## config.mk

```make
export PLATFORM = sky130hd
export DESIGN_NAME = echo_frame_sampler
export DESIGN_NICKNAME = d
export VERILOG_FILES = /design/src/rtl/echo_pkg.sv /design/src/rtl/echo_lag_ram.sv /design/src/rtl/echo_frame_sampler.sv
export SDC_FILE = /design/constraint.sdc
export NUM_CORES = 2
export LEC_CHECK = 0
export ABC_CLOCK_PERIOD_IN_PS = 12200
export CAP_MARGIN = 30
export CORE_MARGIN = 5
export CORE_UTILIZATION = 25
export CTS_BUF_LIST = sky130_fd_sc_hd__clkbuf_4 sky130_fd_sc_hd__clkbuf_8
export DETAILED_ROUTE_END_ITERATION = 7
export SETUP_SLACK_MARGIN = 0.3
export SLEW_MARGIN = 0
export SYNTH_ARGS = -nofsm -noshare
export SYNTH_HDL_FRONTEND = slang
export SYNTH_SLANG_ARGS = --single-unit
export TNS_END_PERCENT = 50
```

## constraint.sdc

```tcl
create_clock -name clk_operation -period 12.2 [get_ports clk_operation]
set_input_delay 1.22 -clock clk_operation [delete_from_list [all_inputs] [get_ports clk_operation]]
set_output_delay 1.22 -clock clk_operation [all_outputs]
set_load 0.02 [all_outputs]
```

## src/rtl/echo_pkg.sv

```systemverilog
// Shared widths, types and frame-counter helpers for the echo canceller front end.
// Also imported by the sig16b_to_double front end.
package echo_pkg;

  localparam int unsigned DW    = 16;
  localparam int unsigned CW    = 13;
  localparam int unsigned DEPTH = 256;
  localparam int unsigned AW    = $clog2(DEPTH);

  typedef logic [CW-1:0] cnt_t;
  typedef logic [DW-1:0] sample_t;
  typedef logic [AW-1:0] ptr_t;

  localparam cnt_t CntZero     = '0;
  localparam cnt_t CntOne      = cnt_t'(1);
  localparam cnt_t CntMinFrame = cnt_t'(2);
  localparam ptr_t FillMax     = ptr_t'(DEPTH - 1);

  // Frames shorter than two cycles tick on every enabled cycle.
  function automatic logic is_last_cycle(input cnt_t cnt, input cnt_t len);
    return (len < CntMinFrame) || (cnt == len - CntOne);
  endfunction

endpackage

```

## src/rtl/echo_lag_ram.sv

```systemverilog
// Far-end bulk-delay line storage: one sample per frame.
// Synchronous write, asynchronous read.
module echo_lag_ram
  import echo_pkg::*;
(
  input  logic          clk_operation,
  input  logic          we,
  input  logic [AW-1:0] waddr,
  input  logic [DW-1:0] wdata,
  input  logic [AW-1:0] raddr,
  output logic [DW-1:0] rdata
);

  logic [DW-1:0] mem [DEPTH];

  always_ff @(posedge clk_operation) begin
    if (we) mem[waddr] <= wdata;
  end

  assign rdata = mem[raddr];

endmodule

```

## src/rtl/echo_frame_sampler.sv

```systemverilog
// Frame counter, sample capture and per-frame aligned near/far-end output pair
// for the lag-16 echo canceller.
module echo_frame_sampler
  import echo_pkg::*;
(
  input  logic          clk_operation,
  input  logic          rst,
  input  logic          enable,
  input  logic [CW-1:0] sampling_cycle,
  input  logic [7:0]    set_bulk_delay,
  input  logic          clr_flags,
  input  logic [DW-1:0] mic_sample,
  input  logic          mic_valid,
  input  logic [DW-1:0] ref_sample,
  input  logic          ref_valid,
  output logic [CW-1:0] sampling_cycle_counter,
  output logic [DW-1:0] sig16b,
  output logic [DW-1:0] sig16b_lag,
  output logic          frame_strobe,
  output logic          lag_valid,
  output logic          overrun,
  output logic          underrun
);

  cnt_t       counter_q, counter_d;
  sample_t    mic_hold_q, mic_hold_d, ref_hold_q, ref_hold_d;
  sample_t    sig_q, sig_d, lag_q, lag_d;
  ptr_t       wr_ptr_q, wr_ptr_d, fill_q, fill_d, rd_addr;
  logic [7:0] delay_q, delay_d;
  logic [1:0] mic_cnt_q, mic_cnt_d;
  logic       strobe_q, lag_valid_q, lag_valid_d;
  logic       overrun_q, overrun_d, underrun_q, underrun_d;
  logic       tick, delay_changed;
  logic [AW:0] fill_inc;
  sample_t    ram_rdata;

  assign tick          = enable & is_last_cycle(counter_q, sampling_cycle);
  assign delay_changed = set_bulk_delay != delay_q;
  assign rd_addr       = wr_ptr_q - ptr_t'(set_bulk_delay);
  assign fill_inc      = {1'b0, fill_q} + (AW+1)'(1);

  always_comb begin
    counter_d   = counter_q;
    mic_hold_d  = mic_valid ? mic_sample : mic_hold_q;
    ref_hold_d  = ref_valid ? ref_sample : ref_hold_q;
    mic_cnt_d   = mic_cnt_q;
    overrun_d   = overrun_q & ~clr_flags;
    underrun_d  = underrun_q & ~clr_flags;
    sig_d       = sig_q;
    lag_d       = lag_q;
    wr_ptr_d    = wr_ptr_q;
    fill_d      = fill_q;
    lag_valid_d = lag_valid_q;
    delay_d     = delay_q;

    if (enable) counter_d = tick ? CntZero : counter_q + CntOne;

    // A strobe on the tick cycle is the first of the next frame.
    if (tick) begin
      mic_cnt_d = {1'b0, mic_valid};
    end else if (mic_valid && (mic_cnt_q != 2'd2)) begin
      mic_cnt_d = mic_cnt_q + 2'd1;
    end

    if (tick) begin
      if (mic_cnt_q == 2'd2) overrun_d = 1'b1;
      if (mic_cnt_q == 2'd0) underrun_d = 1'b1;
      sig_d    = mic_hold_q;
      wr_ptr_d = wr_ptr_q + ptr_t'(1);
      delay_d  = set_bulk_delay;
      if (delay_changed) begin
        lag_d       = '0;
        fill_d      = '0;
        lag_valid_d = 1'b0;
      end else begin
        if (fill_q >= ptr_t'(set_bulk_delay)) begin
          lag_d = (set_bulk_delay == 8'd0) ? ref_hold_q : ram_rdata;
        end else begin
          lag_d = '0;
        end
        if (fill_q != FillMax) fill_d = fill_q + ptr_t'(1);
        lag_valid_d = fill_inc >= (AW+1)'(set_bulk_delay);
      end
    end
  end

  always_ff @(posedge clk_operation) begin
    if (rst) begin
      counter_q   <= CntZero;
      mic_hold_q  <= '0;
      ref_hold_q  <= '0;
      mic_cnt_q   <= '0;
      overrun_q   <= 1'b0;
      underrun_q  <= 1'b0;
      sig_q       <= '0;
      lag_q       <= '0;
      wr_ptr_q    <= '0;
      fill_q      <= '0;
      lag_valid_q <= 1'b0;
      strobe_q    <= 1'b0;
      // Track the current setting so a steady delay is not seen as a change.
      delay_q     <= set_bulk_delay;
    end else begin
      counter_q   <= counter_d;
      mic_hold_q  <= mic_hold_d;
      ref_hold_q  <= ref_hold_d;
      mic_cnt_q   <= mic_cnt_d;
      overrun_q   <= overrun_d;
      underrun_q  <= underrun_d;
      sig_q       <= sig_d;
      lag_q       <= lag_d;
      wr_ptr_q    <= wr_ptr_d;
      fill_q      <= fill_d;
      lag_valid_q <= lag_valid_d;
      strobe_q    <= tick;
      delay_q     <= delay_d;
    end
  end

  echo_lag_ram u_lag_ram (
    .clk_operation (clk_operation),
    .we            (tick),
    .waddr         (wr_ptr_q),
    .wdata         (ref_hold_q),
    .raddr         (rd_addr),
    .rdata         (ram_rdata)
  );

  assign sampling_cycle_counter = counter_q;
  assign sig16b                 = sig_q;
  assign sig16b_lag             = lag_q;
  assign frame_strobe           = strobe_q;
  assign lag_valid              = lag_valid_q;
  assign overrun                = overrun_q;
  assign underrun               = underrun_q;

endmodule

```

Word level (Yosys, flattened, before mapping)
Memories as Yosys holds them, arrays and structs flattened. Cells that the tools add are included.

Multiplexer cells: 17. Equality and inequality tests: 5. Reduce and logical (&&, ||, !) cells: 9. Add/sub/neg operators: 7. Bitwise operators: 4. Order comparisons: 3.

Operator list (number): 16-bit 2-to-1 mux (3); 8-bit 2-to-1 mux (4); 8-bit by 1-bit adder with 8-bit output, second input constant (2); 13-bit by 1-bit adder with 13-bit output, second input constant (1); 13-bit equality test (1); 13-bit by 2-bit < comparator with 1-bit output, second input constant (1); 13-bit 2-to-1 mux (1); 13-bit by 1-bit subtractor with 13-bit output, second input constant (1); 8-bit by 1-bit adder with 9-bit output, second input constant (1); 9-bit by 8-bit greater-or-equal comparator with 1-bit output (1); 1-bit 2-to-1 mux (9); 8-bit greater-or-equal comparator (1); 8-bit logical NOT (1); 8-bit != test (1); 8-bit != test, second input constant (1); 8-bit subtractor (1); 2-bit nonzero test (3); 1-bit bitwise AND (3); 2-bit by 1-bit adder with 2-bit output, second input constant (1); 2-bit equality test, second input constant (1); 2-bit logical NOT (1); 2-bit != test, second input constant (1); 2-bit AND reduction (1); 2-bit OR reduction (1); other kinds (3) (3).

Memories kept: 1. Input port bits: 59. Bits in registers: 107. Output and inout port bits: 49. Bits in writable memories: 4096. Logic and storage cells: 60.

Memory list: u_lag_ram.mem (words 256, bits a word 16, read ports 1, clocked after Yosys merged registers in 0, wr ports 1, line echo_lag_ram.sv:14) `logic [DW-1:0] mem [DEPTH];`.

Depth between registers and ports, before layout
Word-level depth: 6. Depth in mapped cells: 16. Depth with buffers taken out: 12.

Cells and area by module
Synthesis repeated with hierarchy kept, for this count alone.

Cell total of the unflattened synthesis: 7927. Area, all modules: 163938.5 um^2.

By module, submodules not included: echo_lag_ram (area each 158394.4 um^2, cells an instance 7344, times used 1); echo_frame_sampler (area each 5544.1 um^2, cells an instance 583, times used 1).

Least setup slack after synthesis
No wires, ideal clock.

Path type: input -> register. Start: input set_bulk_delay[0]. End: register lag_q[12] (netlist: sig16b_lag[12]). Arrival time: 4544 ps. Stages: 14. Slack: 7539 ps. Library setup time: 117 ps. Path buffers: 6. Required time: 12083 ps. Cell sequence: ha_1 -> fa_1 -> clkbuf_1 -> buf_2 -> buf_1 -> clkbuf_1 -> buf_1 -> clkbuf_1 -> mux4_2 -> nand2_1 -> nand3_1 -> nand4_1 -> o21ai_0 -> a22o_1.

Longest elaborated chain between the ends: 5. Elaborated cells on any way between the ends: 8.

Ends and longest elaborated chain: start: declaration (line echo_frame_sampler.sv:10) `input logic [7:0] set_bulk_delay,`; 8-bit subtractor (line echo_frame_sampler.sv:39) `assign rd_addr = wr_ptr_q - ptr_t'(set_bulk_delay);`; memory 256 x 16 bit; 16-bit 2-to-1 mux (line echo_frame_sampler.sv:77) `lag_d = (set_bulk_delay == 8'd0) ? ref_hold_q : ram_rdata;`; 16-bit 2-to-1 mux (line echo_frame_sampler.sv:76) `if (fill_q >= ptr_t'(set_bulk_delay)) begin`; 16-bit 2-to-1 mux (*) (line echo_frame_sampler.sv:71) `if (delay_changed) begin`; end signal: assignment (line echo_frame_sampler.sv:111) `lag_q <= lag_d;`; end: declaration (line echo_frame_sampler.sv:27) `sample_t sig_q, sig_d, lag_q, lag_d;`.

Mark *: on every way between the ends. The rest lies on a longest branch, timed or not. A chain may end at the register's enable or synchronous reset.

Worst setup path in the final report
Start: input set_bulk_delay[0]. End: register lag_q[5] (netlist: sig16b_lag[5]).

Same word-level chain as after synthesis.

==> qor.yml <==
sta:
  period_share: 0.541
  timing.hold.ws_ns: 0.414
  drv_slew: 0
  final.setup.tns_ns: 0
  fmax_mhz: 151
  worst_pin_slew_ns: 1.09
  setup-violations-final: 0
  hold_viol_final: 0
  fin_skew_ns: 0.112
  period_minus_slack_ns: 6.60
  rsz0062_at_grt: "no"
  max_slew_margin: 0.275
synthesis:
  yosys-top-cells-count: "edfxtp_1, mux4_2, nor2_1"
  synth_edf_count: 4104
  synthArstFlopShare: 0
  synthTopCellsByArea: "edfxtp_1, mux4_2, dfxtp_1, mux2i_1, nor2_1"
  synth_area_um2: 163000
  synthFlopType: "edfxtp_1"
  avgSynthCellArea_um2: 21.7
  ys_seq_area_frac: 0.770
  synthDistinctLibCells: 63
  synth_most_common_cell: "edfxtp_1"
  syn_nets: 7591
  synth_top_area_cell: "edfxtp_1"
  synthesis.instances: 7499
  synth_top_area_share: 0.758
  synth-seq-cells: 4203
  yosysWarnings: 0
routing:
  ant_nets: 0
  via_count: 81444
  finalWirelength_um: 430000
  first_iter_violations: 9323
  wl_per_cell_um: 24.6
  dr.pass1.iters: 6
  vias_per_cell: 4.65
  drcViolationCount: 0
final_layout:
  fin_area_um2: 191000
  layout-drive-gt1-share: 0.312
  nets: 8407
  multi_input_area_um2: 36100
  fillCellCount: 62784
  syn2layout_area_growth_pct: 17.3
  register_area_um2: 125000
clock_tree:
  cts_tree: "yes"
  numCtsBuffers: 682
  cts_root_buf: "clkbuf_8"
  cts_resized: 0
  clk_latency_ns: 1.21
  hold_buffers: 0
  cts_sinks: 4203
  clk_pin_slew_ns: 0.06
  htree_levels: 6
  postCtsSetupBuffers: 0
  clk_path_buf_depth: 4
global_routing:
  gr-total-overflow: 0
  track_usage: 0.124
  grt_pass1_vias: 81677
  grt_max_degree: 152
  grt_pass1_wl_um: 613000
  grt_antenna_before_repair: 21
setup_path:
  r2r-end: "sig16b_lag[5]"
  slowest_stage: "fa_4"
  worstPathRequired_ns: 13.29
  worstPathArrival_ns: 7.69
  end_kind: "flop"
  start_kind: "primary input"
  path_class: "primary input to flop"
  r2r_start: "wr_ptr_q[0]"
  path_max_fanout: 102
  worstPathCellList: "clkdlybuf4s50_1, ha_4, fa_4, buf_12, buf_4, mux4_2, mux4_2, mux2i_1, a22oi_1, nand2_1, nor3_1, a22o_1"
  cpMostUsedCell: "mux4_2"
  reg2reg_depth: 12
  reg2reg_setup_slack_ns: 5.76
  crit_path_max_incr_delay_ns: 1.31
place:
  gp_congestion: 0.839
  hpwl_um: 258000
  portBuffers: 107
  placed_cell_area_um2: 177000
floorplanning:
  num_io_pins: 108
  rows: 296
  start_util: 0.251
  die_x_um: 817
  dieArea_um2: 667000
  core_region_area_um2: 649000
  die_y_um: 817
min_path:
  holdCritStartpoint: "rst"
  min_path_cells: 2
  hold_end: "ref_hold_q[10]"
  hold_path_class: "primary input to flop"
pwr:
  clkPwrFrac: 0.403
  seqPwrFrac: 0.534
  switching_share: 0.231
  pwr-share-comb: 0.064
  internal_power_mw: 22.9
  powerDensity_nw_per_um2: 156
  vdd_drop_max_uv: 101
  leakage_nw: 57.3
  p_sw_mw: 6.88
run:
  max_cap_violations: 0
status:
  status: "complete, no violations"
metal layers:
metal,global-route usage,share of wire
met1,0.171,0.41
met2,0.197,0.47
met3,0.0251,0.084
met4,0.0395,0.030
met5,0,0.000088
worst max path at each step:
stage	start	endpoint	depth (start not counted)
after detailed placement	set_bulk_delay[0]	sig16b_lag[3]	13
after floorplan	set_bulk_delay[0]	sig16b_lag[12]	14
after global placement	set_bulk_delay[2]	sig16b_lag[9]	13
after CTS	set_bulk_delay[0]	sig16b_lag[3]	13
final	set_bulk_delay[0]	sig16b_lag[5]	12
after global routing	set_bulk_delay[0]	sig16b_lag[3]	13
through the flow:
step | instances | setup slack [ns] | power [mW] | utilization
after global placement | 16224 | 4.14 | 18.1 | 0.272
after global routing | 17503 | 5.69 | 30.9 | 0.294
final | 17513 | 5.60 | 29.8 | 0.294
after CTS | 17482 | 5.69 | 30.1 | 0.293
after floorplan | 7499 | 7.54 | 17.4 | -
after detailed placement | 16255 | 4.40 | 18.1 | 0.273
cell families after synthesis:
kind of cell	count (synthesis)	share of synthesized area
flip-flops	4203	0.770
buffers and inverters	436	0.0108
AND/OR/NAND/NOR	1151	0.0305
adder cells (fa/ha/maj)	33	0.00258
multiplexers	1335	0.171
AO/OA/AOI/OAI	289	0.0128
XOR/XNOR	52	0.00280
cell usage in the layout, fill, tap and decap left out, drive strengths merged, types with 9 or more instances in the layout:
cell type / netlist / layout
dfxtp: 99 / 99
a22oi: 16 / 16
nor3: 42 / 42
nor4: 27 / 27
clkinv: 0 / 227
and2: 10 / 10
o22ai: 13 / 13
o2111ai: 47 / 47
clkdlybuf4s50: 0 / 105
a31oi: 14 / 14
bufinv: 0 / 12
nand2b: 9 / 9
xor2: 37 / 37
nand2: 396 / 396
nor2: 451 / 451
mux2: 12 / 12
diode: 0 / 13
and3: 24 / 24
a2111oi: 20 / 20
xnor2: 15 / 15
nor2b: 9 / 9
a22o: 34 / 34
nand3: 114 / 114
a21o: 11 / 11
ha: 32 / 32
o31ai: 10 / 10
mux4: 1152 / 1152
nand4: 38 / 38
a21oi: 50 / 50
o21ai: 35 / 35
clkinvlp: 0 / 13
a211oi: 12 / 12
inv: 23 / 54
edfxtp: 4104 / 4104
clkbuf: 252 / 944
buf: 161 / 440
mux2i: 171 / 171
critical path, delay by kind of cell:
| family | cells | cell delay (ns) |
|---|---|---|
| buffers and inverters | 3 | 1.95 |
| AOI/OAI and AO/OA | 2 | 0.81 |
| muxes | 3 | 0.76 |
| adders and majority gates | 2 | 1.59 |
| and+or+nand+nor | 2 | 1.16 |
power groups by stage:
stage	Clock [mW]	Sequential (mW)	Combinational (mW)
2_1_floorplan	0	16.3	1.03
3_3_place_gp	0	16.2	1.88
3_5_place_dp	0	16.2	1.89
4_1_cts	12.3	15.9	1.90
5_1_grt	13.0	15.9	1.99
6_report	12.0	15.9	1.90
area by class of cell:
cell class	instances	share of cell area
well taps	8642	0.0567
clock inverters	283	0.0102
repair buffers	545	0.0266
flip-flops and latches	4203	0.657
clock buffers	944	0.0599
inverters	23	0.000453
diodes	13	0.000171
multi-input cells	2860	0.189
flip-flops by register name, indices dropped and copies added, names as in the netlist, 2 cells and up:
name                    count
ref_hold_q                 16
mic_hold_q                 16
u_lag_ram.mem            4096
sampling_cycle_counter     13
sig16b_lag                 16
delay_q                     8
sig16b                     16
mic_cnt_q                   2
fill_q                      8
wr_ptr_q                    8
Power figures use the tool's default switching activity.
